[src/rtl/fetch_unit_pkg.sv]
// Shared types for the fetch stage: FSM encoding, next-PC select encoding
// and the jump-target helper used by the next-PC mux.
package fetch_unit_pkg;

  localparam logic [31:0] NOP_INST = 32'h0000_0000;

  typedef enum logic [1:0] {
    BOOT = 2'd0,
    RUN  = 2'd1,
    MISS = 2'd2
  } fetch_state_e;

  typedef enum logic [1:0] {
    SEL_PC4 = 2'd0,
    SEL_BR  = 2'd1,
    SEL_J   = 2'd2,
    SEL_JR  = 2'd3
  } next_sel_e;

  // j/jal stay inside the 256 MB region of the delay-slot PC held in IF/ID.
  function automatic logic [31:0] jump_target(input logic [31:0] pc4,
                                              input logic [25:0] index);
    return {pc4[31:28], index, 2'b00};
  endfunction

endpackage

[src/rtl/fetch_unit_pc_next_mux.sv]
// Combinational next-PC selection: jr > branch > jump > pc+4, with target formation.
module fetch_unit_pc_next_mux
  import fetch_unit_pkg::*;
(
  input  logic [31:0] pc,
  input  logic [31:0] ifid_pc4,
  input  logic        pc_src,
  input  logic [31:0] br_target,
  input  logic        jump,
  input  logic [25:0] jump_index,
  input  logic        jr,
  input  logic [31:0] jr_target,
  output logic [31:0] pc_plus4,
  output logic [31:0] next_pc,
  output logic        redirect
);

  next_sel_e sel;

  always_comb begin
    sel = SEL_PC4;
    if (jr)          sel = SEL_JR;
    else if (pc_src) sel = SEL_BR;
    else if (jump)   sel = SEL_J;
  end

  assign pc_plus4 = pc + 32'd4;
  assign redirect = (sel != SEL_PC4);

  always_comb begin
    next_pc = pc_plus4;
    case (sel)
      SEL_JR:  next_pc = jr_target & ~32'd3;
      SEL_BR:  next_pc = br_target;
      SEL_J:   next_pc = jump_target(ifid_pc4, jump_index);
      default: next_pc = pc_plus4;
    endcase
  end

endmodule

[src/rtl/fetch_unit.sv]
// MIPS IF stage: owns the PC, reads the I-cache, drives IF/ID, and parks
// redirects/flushes that arrive while the cache is stalled.
module fetch_unit
  import fetch_unit_pkg::*;
#(
  parameter logic [31:0] RESET_PC = 32'h0000_0000
) (
  input  logic         clk,
  input  logic         rst_n,
  input  logic         icache_stall,
  input  logic         hazard_stall,
  input  logic         pc_src,
  input  logic [31:0]  br_target,
  input  logic         jump,
  input  logic [25:0]  jump_index,
  input  logic         jr,
  input  logic [31:0]  jr_target,
  input  logic         if_flush,
  output logic         icache_ren,
  output logic [29:0]  icache_addr,
  input  logic [31:0]  icache_rdata,
  output logic [31:0]  ifid_inst,
  output logic [31:0]  ifid_pc4,
  output logic         ifid_valid,
  output fetch_state_e fsm_state
);

  // Cache handshake: a word is transferred on every rising edge where
  // icache_ren=1 and icache_stall=0; while stalled the request (ren, addr)
  // is held unchanged, and dropping ren abandons it.

  fetch_state_e state, state_next;
  logic [31:0]  pc;
  logic [31:0]  pend_pc;
  logic         pend_v;
  logic         pend_flush;
  logic [31:0]  pc_plus4;
  logic [31:0]  mux_pc;
  logic         redirect;

  fetch_unit_pc_next_mux u_pc_next_mux (
    .pc         (pc),
    .ifid_pc4   (ifid_pc4),
    .pc_src     (pc_src),
    .br_target  (br_target),
    .jump       (jump),
    .jump_index (jump_index),
    .jr         (jr),
    .jr_target  (jr_target),
    .pc_plus4   (pc_plus4),
    .next_pc    (mux_pc),
    .redirect   (redirect)
  );

  always_ff @(posedge clk) begin
    if (!rst_n) state <= BOOT;
    else        state <= state_next;
  end

  always_comb begin
    state_next = state;
    case (state)
      BOOT:    state_next = RUN;
      RUN:     if (icache_stall)  state_next = MISS;
      MISS:    if (!icache_stall) state_next = RUN;
      default: state_next = BOOT;
    endcase
  end

  assign icache_ren  = (state != BOOT);
  assign icache_addr = pc[31:2];
  assign fsm_state   = state;

  always_ff @(posedge clk) begin
    if (!rst_n) begin
      pc         <= RESET_PC;
      pend_pc    <= 32'd0;
      pend_v     <= 1'b0;
      pend_flush <= 1'b0;
      ifid_inst  <= NOP_INST;
      ifid_pc4   <= 32'd0;
      ifid_valid <= 1'b0;
    end else if (state != BOOT) begin
      if (icache_stall) begin
        // Frozen pipeline: remember the latest redirect/flush for later.
        if (redirect) begin
          pend_pc <= mux_pc;
          pend_v  <= 1'b1;
        end
        if (if_flush) pend_flush <= 1'b1;
      end else begin
        pend_v     <= 1'b0;
        pend_flush <= 1'b0;
        if (redirect)          pc <= mux_pc;
        else if (pend_v)       pc <= pend_pc;
        else if (!hazard_stall) pc <= pc_plus4;
        if (if_flush || pend_flush) begin
          ifid_inst  <= NOP_INST;
          ifid_pc4   <= 32'd0;
          ifid_valid <= 1'b0;
        end else if (!hazard_stall) begin
          ifid_inst  <= icache_rdata;
          ifid_pc4   <= pc_plus4;
          ifid_valid <= 1'b1;
        end
      end
    end
  end

endmodule

[config.mk]
export PLATFORM = sky130hd
export DESIGN_NAME = fetch_unit
export DESIGN_NICKNAME = d
export VERILOG_FILES = /design/src/rtl/fetch_unit_pkg.sv /design/src/rtl/fetch_unit_pc_next_mux.sv /design/src/rtl/fetch_unit.sv
export SDC_FILE = /design/constraint.sdc
export NUM_CORES = 1
export LEC_CHECK = 0
export CAP_MARGIN = 10
export CORE_MARGIN = 10
export CORE_UTILIZATION = 47
export CTS_CLUSTER_DIAMETER = 40
export CTS_CLUSTER_SIZE = 14
export DETAILED_ROUTE_END_ITERATION = 8
export PLACE_DENSITY = 0.81
export SLEW_MARGIN = 5
export SYNTH_ARGS = -nofsm -noshare
export SYNTH_HDL_FRONTEND = slang
export SYNTH_HIERARCHICAL = 1
export SYNTH_SLANG_ARGS = --single-unit
[constraint.sdc]
create_clock -name clk -period 3 [get_ports clk]
set_input_delay 0.6 -clock clk [delete_from_list [all_inputs] [get_ports clk]]
set_output_delay 0.6 -clock clk [all_outputs]
set_load 0.02 [all_outputs]
[Yosys cells after proc, flatten, opt, wreduce, memory -nomap -nowiden]
Cells that the tools add are included.
Word-level totals
  register bits: 133
  output and inout port bits: 98
Operators by class
  bitwise operators: 1
  $add $sub $neg: 1
  equal/unequal tests: 11
  reduce and logical (&&, ||, !) cells: 10
  multiplexer cells: 19
Operators by type and width (number)
  $mux 32: 6
  $pmux 32 s3: 1
  $add 32x3->32 const B: 1
  $mux 2: 5
  $reduce_and 3->1: 3
  $eq 2x2->1 const B: 3
  $mux 1: 6
  $ne 2x1->1 const B: 3
  $pmux 2 s3: 1
  $reduce_and 2->1: 3
  $eq 2x1->1 const B: 2
  $ne 2x2->1 const B: 2
  $reduce_bool 2->1: 2
  $ne 3x1->1 const B: 1
  $logic_not 2->1: 1
  $logic_or 1x1->1: 1
  $not 1->1: 1

[Logic depth before layout (Yosys ltp)]
Gate-level depths: netlist of run 1.
  depth after elaboration: 6
  mapped depth: 9

[By module]
Netlist of run 1, hierarchy kept.
By module, submodules not included
  fetch_unit: instances 1, area an instance 5773.0 um2, cells an instance 666
  fetch_unit_pc_next_mux: instances 1, area an instance 1521.5 um2, cells an instance 260

[Worst setup path after synthesis of run 1]
Ideal clock, no wire load.
  path type: input port to flip-flop
  from: input jr
  to: register pc[21]
  arrival time: 2401 ps
  library setup time: 127 ps
  data required time: 2873 ps
  cell stages on the path: 9
  path slack: 472 ps
  path through: clkbuf_1 nor3_1 clkinv_1 clkbuf_1 buf_4 nor2_1 a211o_4 buf_6 o22ai_1
On the way
  word-level cells in the longest chain between the ends: 4
  elaborated cells between the ends (all ways): 9
  classes of those cells: eq/ne: 4; mux: 3; reduce/logical: 2
Ends and longest elaborated chain
  start: declaration: RTL line fetch_unit.sv:16  | input logic jr,
  $mux 2 *: RTL line fetch_unit_pc_next_mux.sv:22  | if (jr) sel = SEL_JR;
  $reduce_bool 2->1 *: RTL line fetch_unit_pc_next_mux.sv:28  | assign redirect = (sel != SEL_PC4);
  net redirect: RTL line fetch_unit.sv:39  | logic redirect;
  $ne 3x1->1 (no line)
  $reduce_and 3->1 (no line)
  end signal: assignment: RTL line fetch_unit.sv:94  | if (redirect) pc <= mux_pc;
  end signal: assignment: RTL line fetch_unit.sv:95  | else if (pend_v) pc <= pend_pc;
  end signal: assignment: RTL line fetch_unit.sv:96  | else if (!hazard_stall) pc <= pc_plus4;
  end: declaration: RTL line fetch_unit.sv:33  | logic [31:0] pc;
Mark *: on every way through the listed nets, which the timed path passes. The rest lies on a longest branch.
A chain may end at the register's enable or synchronous reset.

[Final worst setup path of run 1]
  from: register pc[11]
  to: register pc[31]
On the way
  word-level cells in the longest chain between the ends: 4
  elaborated cells between the ends (all ways): 5
  classes of those cells: add/sub: 1; mux: 4
Ends and longest elaborated chain
  $add 32x3->32 *: RTL line fetch_unit_pc_next_mux.sv:27  | assign pc_plus4 = pc + 32'd4;
  net pc_plus4[31]: RTL line fetch_unit.sv:37  | logic [31:0] pc_plus4;
  $mux 32: RTL line fetch_unit.sv:96
  $mux 32: RTL line fetch_unit.sv:95
  $mux 32 *: RTL line fetch_unit.sv:94
Mark *: on every way through the listed nets, which the timed path passes. The rest lies on a longest branch. The select of a mux whose other input is x is not followed.

==> results of run 1 <==
==> cells in the final DEF, fill, tap and decap left out, types with 2 or more instances in the layout <==
| cell | netlist | layout |
|---|---|---|
| nand3_1 | 72 | 72 |
| and4_1 | 5 | 5 |
| clkbuf_1 | 44 | 2 |
| o31a_1 | 14 | 14 |
| xnor2_1 | 4 | 4 |
| inv_1 | 10 | 10 |
| o21ai_1 | 10 | 10 |
| mux2_2 | 32 | 32 |
| nor4_1 | 10 | 10 |
| dfxtp_1 | 133 | 133 |
| inv_2 | 1 | 2 |
| a22oi_1 | 2 | 2 |
| nand4_1 | 8 | 8 |
| a21boi_0 | 2 | 2 |
| clkbuf_8 | 0 | 2 |
| buf_4 | 35 | 28 |
| xor2_1 | 12 | 12 |
| o21a_1 | 18 | 18 |
| a31oi_1 | 7 | 7 |
| clkbuf_16 | 0 | 17 |
| nand2_1 | 137 | 137 |
| clkinv_2 | 0 | 6 |
| a21oi_1 | 102 | 102 |
| clkinvlp_4 | 0 | 3 |
| nor3_1 | 8 | 7 |
| or2_2 | 11 | 11 |
| and3_1 | 4 | 4 |
| buf_12 | 0 | 5 |
| mux2i_1 | 32 | 32 |
| o22ai_1 | 56 | 56 |
| or4_1 | 2 | 2 |
| o21ai_0 | 80 | 80 |
| nor2_1 | 13 | 13 |
| or3_1 | 2 | 2 |
| clkdlybuf4s50_1 | 0 | 224 |
| o22ai_2 | 8 | 8 |
==> worst reg2reg max path, delay by kind of cell (launching register included) <==
kind,cells,cell delay (ps)
AOI/OAI and AO/OA,2,570
DFF,1,420
muxes,2,420
and+or+nand+nor,3,1230
==> synthesized netlist by cell type (all sizes together), types with 13 or more instances <==
cell type,instances,area (sq um)
clkbuf,44,165
o31a,14,123
nand2,137,514
o22ai,64,450
o21ai,90,450
nor2,13,48.8
o21a,18,135
nand3,72,360
mux2i,32,320
a21oi,103,519
dfxtp,133,2660
mux2,32,360
buf,70,449
==> layer usage <==
layer / up-vias / routed length (um)
met5: - / 0
met4: 0 / 662
met3: 46 / 2530
met2: 314 / 12200
met1: 3496 / 9850
li1: 3628 / -
==> path summary, 6_finish.rpt <==
| path | slack, ps | start | to | cells after the start |
|---|---|---|---|---|
| max | 240 | pc[11]$_SDFFE_PN0P_ | pc[31]$_SDFFE_PN0P_ | 7 |
| max reg2reg | 240 | pc[11]$_SDFFE_PN0P_ | pc[31]$_SDFFE_PN0P_ | 7 |
| min reg2reg | 450 | pend_pc[0]$_SDFFE_PN0P_ | pend_pc[0]$_SDFFE_PN0P_ | 2 |
| min | 450 | pend_pc[0]$_SDFFE_PN0P_ | pend_pc[0]$_SDFFE_PN0P_ | 2 |
==> power breakdown <==
part           switching [mW]  internal, mW
logic                   0.465         0.427
registers              0.0603          1.83
clock network           0.762          1.17
==> through the flow <==
stage                     worst slack [ps]  cells  hold slack (ps)  utilization, %
after global routing                  35.7   1289              469            66.0
after detailed placement               293   1258              443            62.4
after floorplan                        472    926              433               -
after CTS                              290   1289              452            66.0
final                                  245   1289              453            66.0
after global placement                 315   1258              439            62.4
==> cell type report <==
type / count / area, sq um
Fill cell: 1286 / 5170
Multi-Input combinational cell: 667 / 3990
Sequential cell: 133 / 2660
Timing Repair Buffer: 258 / 2560
Clock buffer: 21 / 460
Tap cell: 188 / 235
Clock inverter: 10 / 82.6
Inverter: 12 / 45.0
==> flip-flops by register name (all words and copies together) (netlist names) <==
signal      flops
ifid_inst      32
ifid_pc4       32
pc             32
pend_pc        32
fsm_state       2
ifid_valid      1
pend_flush      1
pend_v          1
==> logic make-up after synthesis <==
logic type / synth area share, %
buffers and inverters: 9.04
DFF: 36.5
xor gates and xnor gates: 1.92
muxes: 9.33
adders and majority gates: 0.309
and+or+nand+nor: 17.8
AOI/OAI and AO/OA: 25.1
==> results.toml, run 1 <==
[run_status]
status = "complete, no violations"

[die]
fp.dieH_um = 145
num_rows = 45
fp.dieArea_sq_mm = 0.0209
design.portCount = 228
core_area_sq_mm = 0.0152
die_w_um = 145
start_util_pct = 48.0

[pwr]
power.density_mw_per_mm2 = 470
peakVddDrop_v = 0.000384
total_leakage_power_nw = 3.70
design_power_total_mw = 4.71

[drt]
routed_wl_mm = 25.2
dr_total_vias = 7484
routedWlPerCell_um = 19.6
drtAntennaViolNets = 0
drt_iter0_markers = 817
detailedRoute.firstPassIterationCount = 5
drt_drc_violations_left = 0
vias_per_cell = 5.81

[place]
detailedPlacementHpwl_mm = 17.7
postPlaceCellArea_sq_mm = 0.00949
gpl.final_weighted_congestion = 0.896
portBuffers = 225

[critical_path]
crit_buf_inv = 0
critical-path-max-stage-delay_ps = 770
critical_path.slowest_cell = "or4_1"
critical_path_class = "reg2reg"
crit_arrival_ps = 3040
path_max_fanout = 8
critPathCaptureType = "flip-flop"
cp_cell_sequence = "nand4_1 > or4_1 > o41ai_1 > nand2_1 > mux2_2 > mux2i_1 > o22ai_1"
worst_ep_required_time_ps = 3280
setup.worst_path.start_class = "flip-flop"
critPathTopFamily = "simple AND/OR/NAND/NOR gates"

[timing]
timing.final.crit_share_pct = 91.8
hold_viol = 0
clock_skews_ps = 6.21
worst_pin_slew_ps = 567
timing.final.max_slew_violations = 0
fmax_mhz = 363
setup-violations-final = 0
setup_tns_ps = 0
min_period_ps = 2760
rsz0062_at_grt = "no"
slew_headroom_pct = 61.9

[clock_network]
clk_pin_slew_ps = 60
post-cts-setup-buffers = 0
cts_num_sinks = 133
cts_root_buf = "clkbuf_16"
holdBufCountCts = 0
numCtsBuffers = 17
cts_tree = "yes"
post_cts_resize_count = 0
clkLatencyLatePin_ps = 420
htree_levels = 4
cts_max_path_buffers = 2

[finish]
antenna_diode_instance_count = 0
syn_to_final_growth_pct = 37.6
final_area_sq_mm = 0.0100
finish.net_count = 1220
fraction_of_layout_instances_using_a_drive_strength_above_1_pct = 11.3

[logic_synthesis]
synthesis.nets = 1057
ys_dominant_reg_cell = "dfxtp_1"
yosysSeqAreaShare_pct = 36.5
ys_ff_latch = 133
post_synthesis_area_per_instance_sq_um = 7.88
yosys_warnings = 6
synth_enable_flop_cells = 0
synth_cells = 926
postSynth.asyncResetShare_pct = 0
synthDistinctLibCells = 50
synth.cell_area_sq_mm = 0.00729

[global_routing]
grtUsageMet2_pct = 39.1
grt_antenna_before_repair = 0
grt_most_used_layer = "met2"
via_count_of_the_first_global_routing_pass = 7332
globalRouteMet3Util_pct = 7.22
grt_start_max_net_pins = 99
gr-usage-all-layers_pct = 23.3
grt_first_pass_wirelength_mm = 38.9
aggregate_global_routing_overflow = 0
grt.met1_usage_pct = 27.2

[flow_run]
cap_violations = 0

[hold_path]
min-delay-path-class = "reg2reg"
Power figures use the tool's default switching activity.
==> run 2, diff against run 1 <==
Settings changed: MAX_ROUTING_LAYER set to met4.
==> run 2 against run 1 <==
Net effect:
- sequential cell count is the same
- combinational power about the same
- sequential power hardly changed
- hold slack got worse by 1.5 ps
- clock skew rose by 0.79 ps
- sequential share of layout area stayed put
- critical endpoint unchanged
==> results.toml, run 2 (synthesis results as in run 1) <==
[run_status]
status = "complete, no violations"

[timing]
slew_headroom_pct = 60.9
rsz0062_at_grt = "no"
final.hold.worst_slack_ps = 452
min_period_ps = 2770
clock_skews_ps = 7.00
fmax_mhz = 362
timing.final.max_slew_violations = 0
hold_viol = 0
worst_pin_slew_ps = 584
timing.final.crit_share_pct = 92.2
setup-violations-final = 0
setup_tns_ps = 0

[hold_path]
min-delay-path-class = "reg2reg"

[place]
portBuffers = 225
detailedPlacementHpwl_mm = 17.7
placed_cells = 1258
gpl.final_weighted_congestion = 0.911

[finish]
antenna_diode_instance_count = 0
instances_no_fill = 1289
fraction_of_layout_instances_using_a_drive_strength_above_1_pct = 11.3
syn_to_final_growth_pct = 37.6
final_core_util_pct = 66.0
mostFrequentLayoutCells = "clkdlybuf4s50_1, nand2_1, dfxtp_1, a21oi_1, o21ai_0"
layout_commonest_cell = "clkdlybuf4s50_1"
finish.net_count = 1220

[critical_path]
critPathTopFamily = "simple AND/OR/NAND/NOR gates"
worst_ep_required_time_ps = 3280
critPathCaptureType = "flip-flop"
critical_path_class = "reg2reg"
cp_cell_sequence = "nand4_1 > or4_1 > o41ai_1 > nand2_1 > mux2_2 > mux2i_1 > o22ai_1"
crit_buf_inv = 0
path_max_fanout = 8
setup.worst_path.start_class = "flip-flop"
critical_path.slowest_cell = "or4_1"
critical-path-max-stage-delay_ps = 780
crit_arrival_ps = 3050

[clock_network]
cts_root_buf = "clkbuf_16"
cts_num_sinks = 133
clkLatencyLatePin_ps = 410
clk_pin_slew_ps = 60
htree_levels = 4
holdBufCountCts = 0
numCtsBuffers = 17
cts_max_path_buffers = 2
cts_tree = "yes"
post-cts-setup-buffers = 0
post_cts_resize_count = 0

[pwr]
peakVddDrop_v = 0.000385
design_power_total_mw = 4.71
power.density_mw_per_mm2 = 470
total_leakage_power_nw = 3.70

[global_routing]
aggregate_global_routing_overflow = 0
gr-usage-all-layers_pct = 23.9
grt_first_pass_wirelength_mm = 38.8
grt_antenna_before_repair = 0
grt_start_max_net_pins = 99
via_count_of_the_first_global_routing_pass = 7358

[die]
start_util_pct = 48.0
die_w_um = 145
num_rows = 45
core_area_sq_mm = 0.0152
design.portCount = 228
fp.dieH_um = 145
fp.dieArea_sq_mm = 0.0209

[drt]
dr_total_vias = 7532
detailedRoute.firstPassIterationCount = 6
topRoutingLayerUsed = "met4"
routed_wl_mm = 25.2
met3_wirelength_mm = 2.26
met1Wirelength_mm = 10.1
drt_drc_violations_left = 0
drtAntennaViolNets = 0
drt_iter0_markers = 778
routedWlPerCell_um = 19.5
wl_met2_mm = 12.2
vias_per_cell = 5.84

[flow_run]
cap_violations = 0
run 2: cell counts in the layout (fill, tap and decap cells not counted):
Identical to the previous run, type by type.
run 2: tightest hold or removal path, delay by kind of cell, from the launching register on:
kind	cells	cell delay (ps)
simple gates	1	50
flops	1	310
compound gates	1	50
run 2: where the power goes:
| group | leakage [nW] | total [mW] | switching, mW | internal (mW) |
|---|---|---|---|---|
| combinational | 2.36 | 0.893 | 0.466 | 0.427 |
| clock | 0.264 | 1.93 | 0.762 | 1.17 |
| sequential | 1.08 | 1.89 | 0.0598 | 1.83 |
run 2: final cells by class:
cell class,count,area [sq um]
Inverter,12,45.0
Fill cell,1286,5170
Clock inverter,10,82.6
Clock buffer,21,460
Multi-Input combinational cell,667,3990
Timing Repair Buffer,258,2560
Tap cell,188,235
Sequential cell,133,2660
run 2: final timing paths:
path | from | to | slack, ps | cells past startpoint
max | pc[11]$_SDFFE_PN0P_ | pc[31]$_SDFFE_PN0P_ | 230 | 7
min | pend_pc[4]$_SDFFE_PN0P_ | pend_pc[4]$_SDFFE_PN0P_ | 450 | 2
max reg2reg | pc[11]$_SDFFE_PN0P_ | pc[31]$_SDFFE_PN0P_ | 230 | 7
min reg2reg | pend_pc[4]$_SDFFE_PN0P_ | pend_pc[4]$_SDFFE_PN0P_ | 450 | 2
run 2: stage by stage:
| stage | area [sq um] | setup WS, ps |
|---|---|---|
| global route | 10000 | 35.8 |
| CTS | 10000 | 290 |
| floorplan | 7290 | 472 |
| global placement | 9490 | 315 |
| detailed placement | 9490 | 293 |
| finish | 10000 | 234 |
run 2: routing by layer:
metal | up-vias | GRT usage (%)
met3 | 44 | 6.33
met2 | 304 | 39.2
met1 | 3550 | 27.6
met4 | 0 | 8.78
li1 | 3634 | -
met5 | - | -
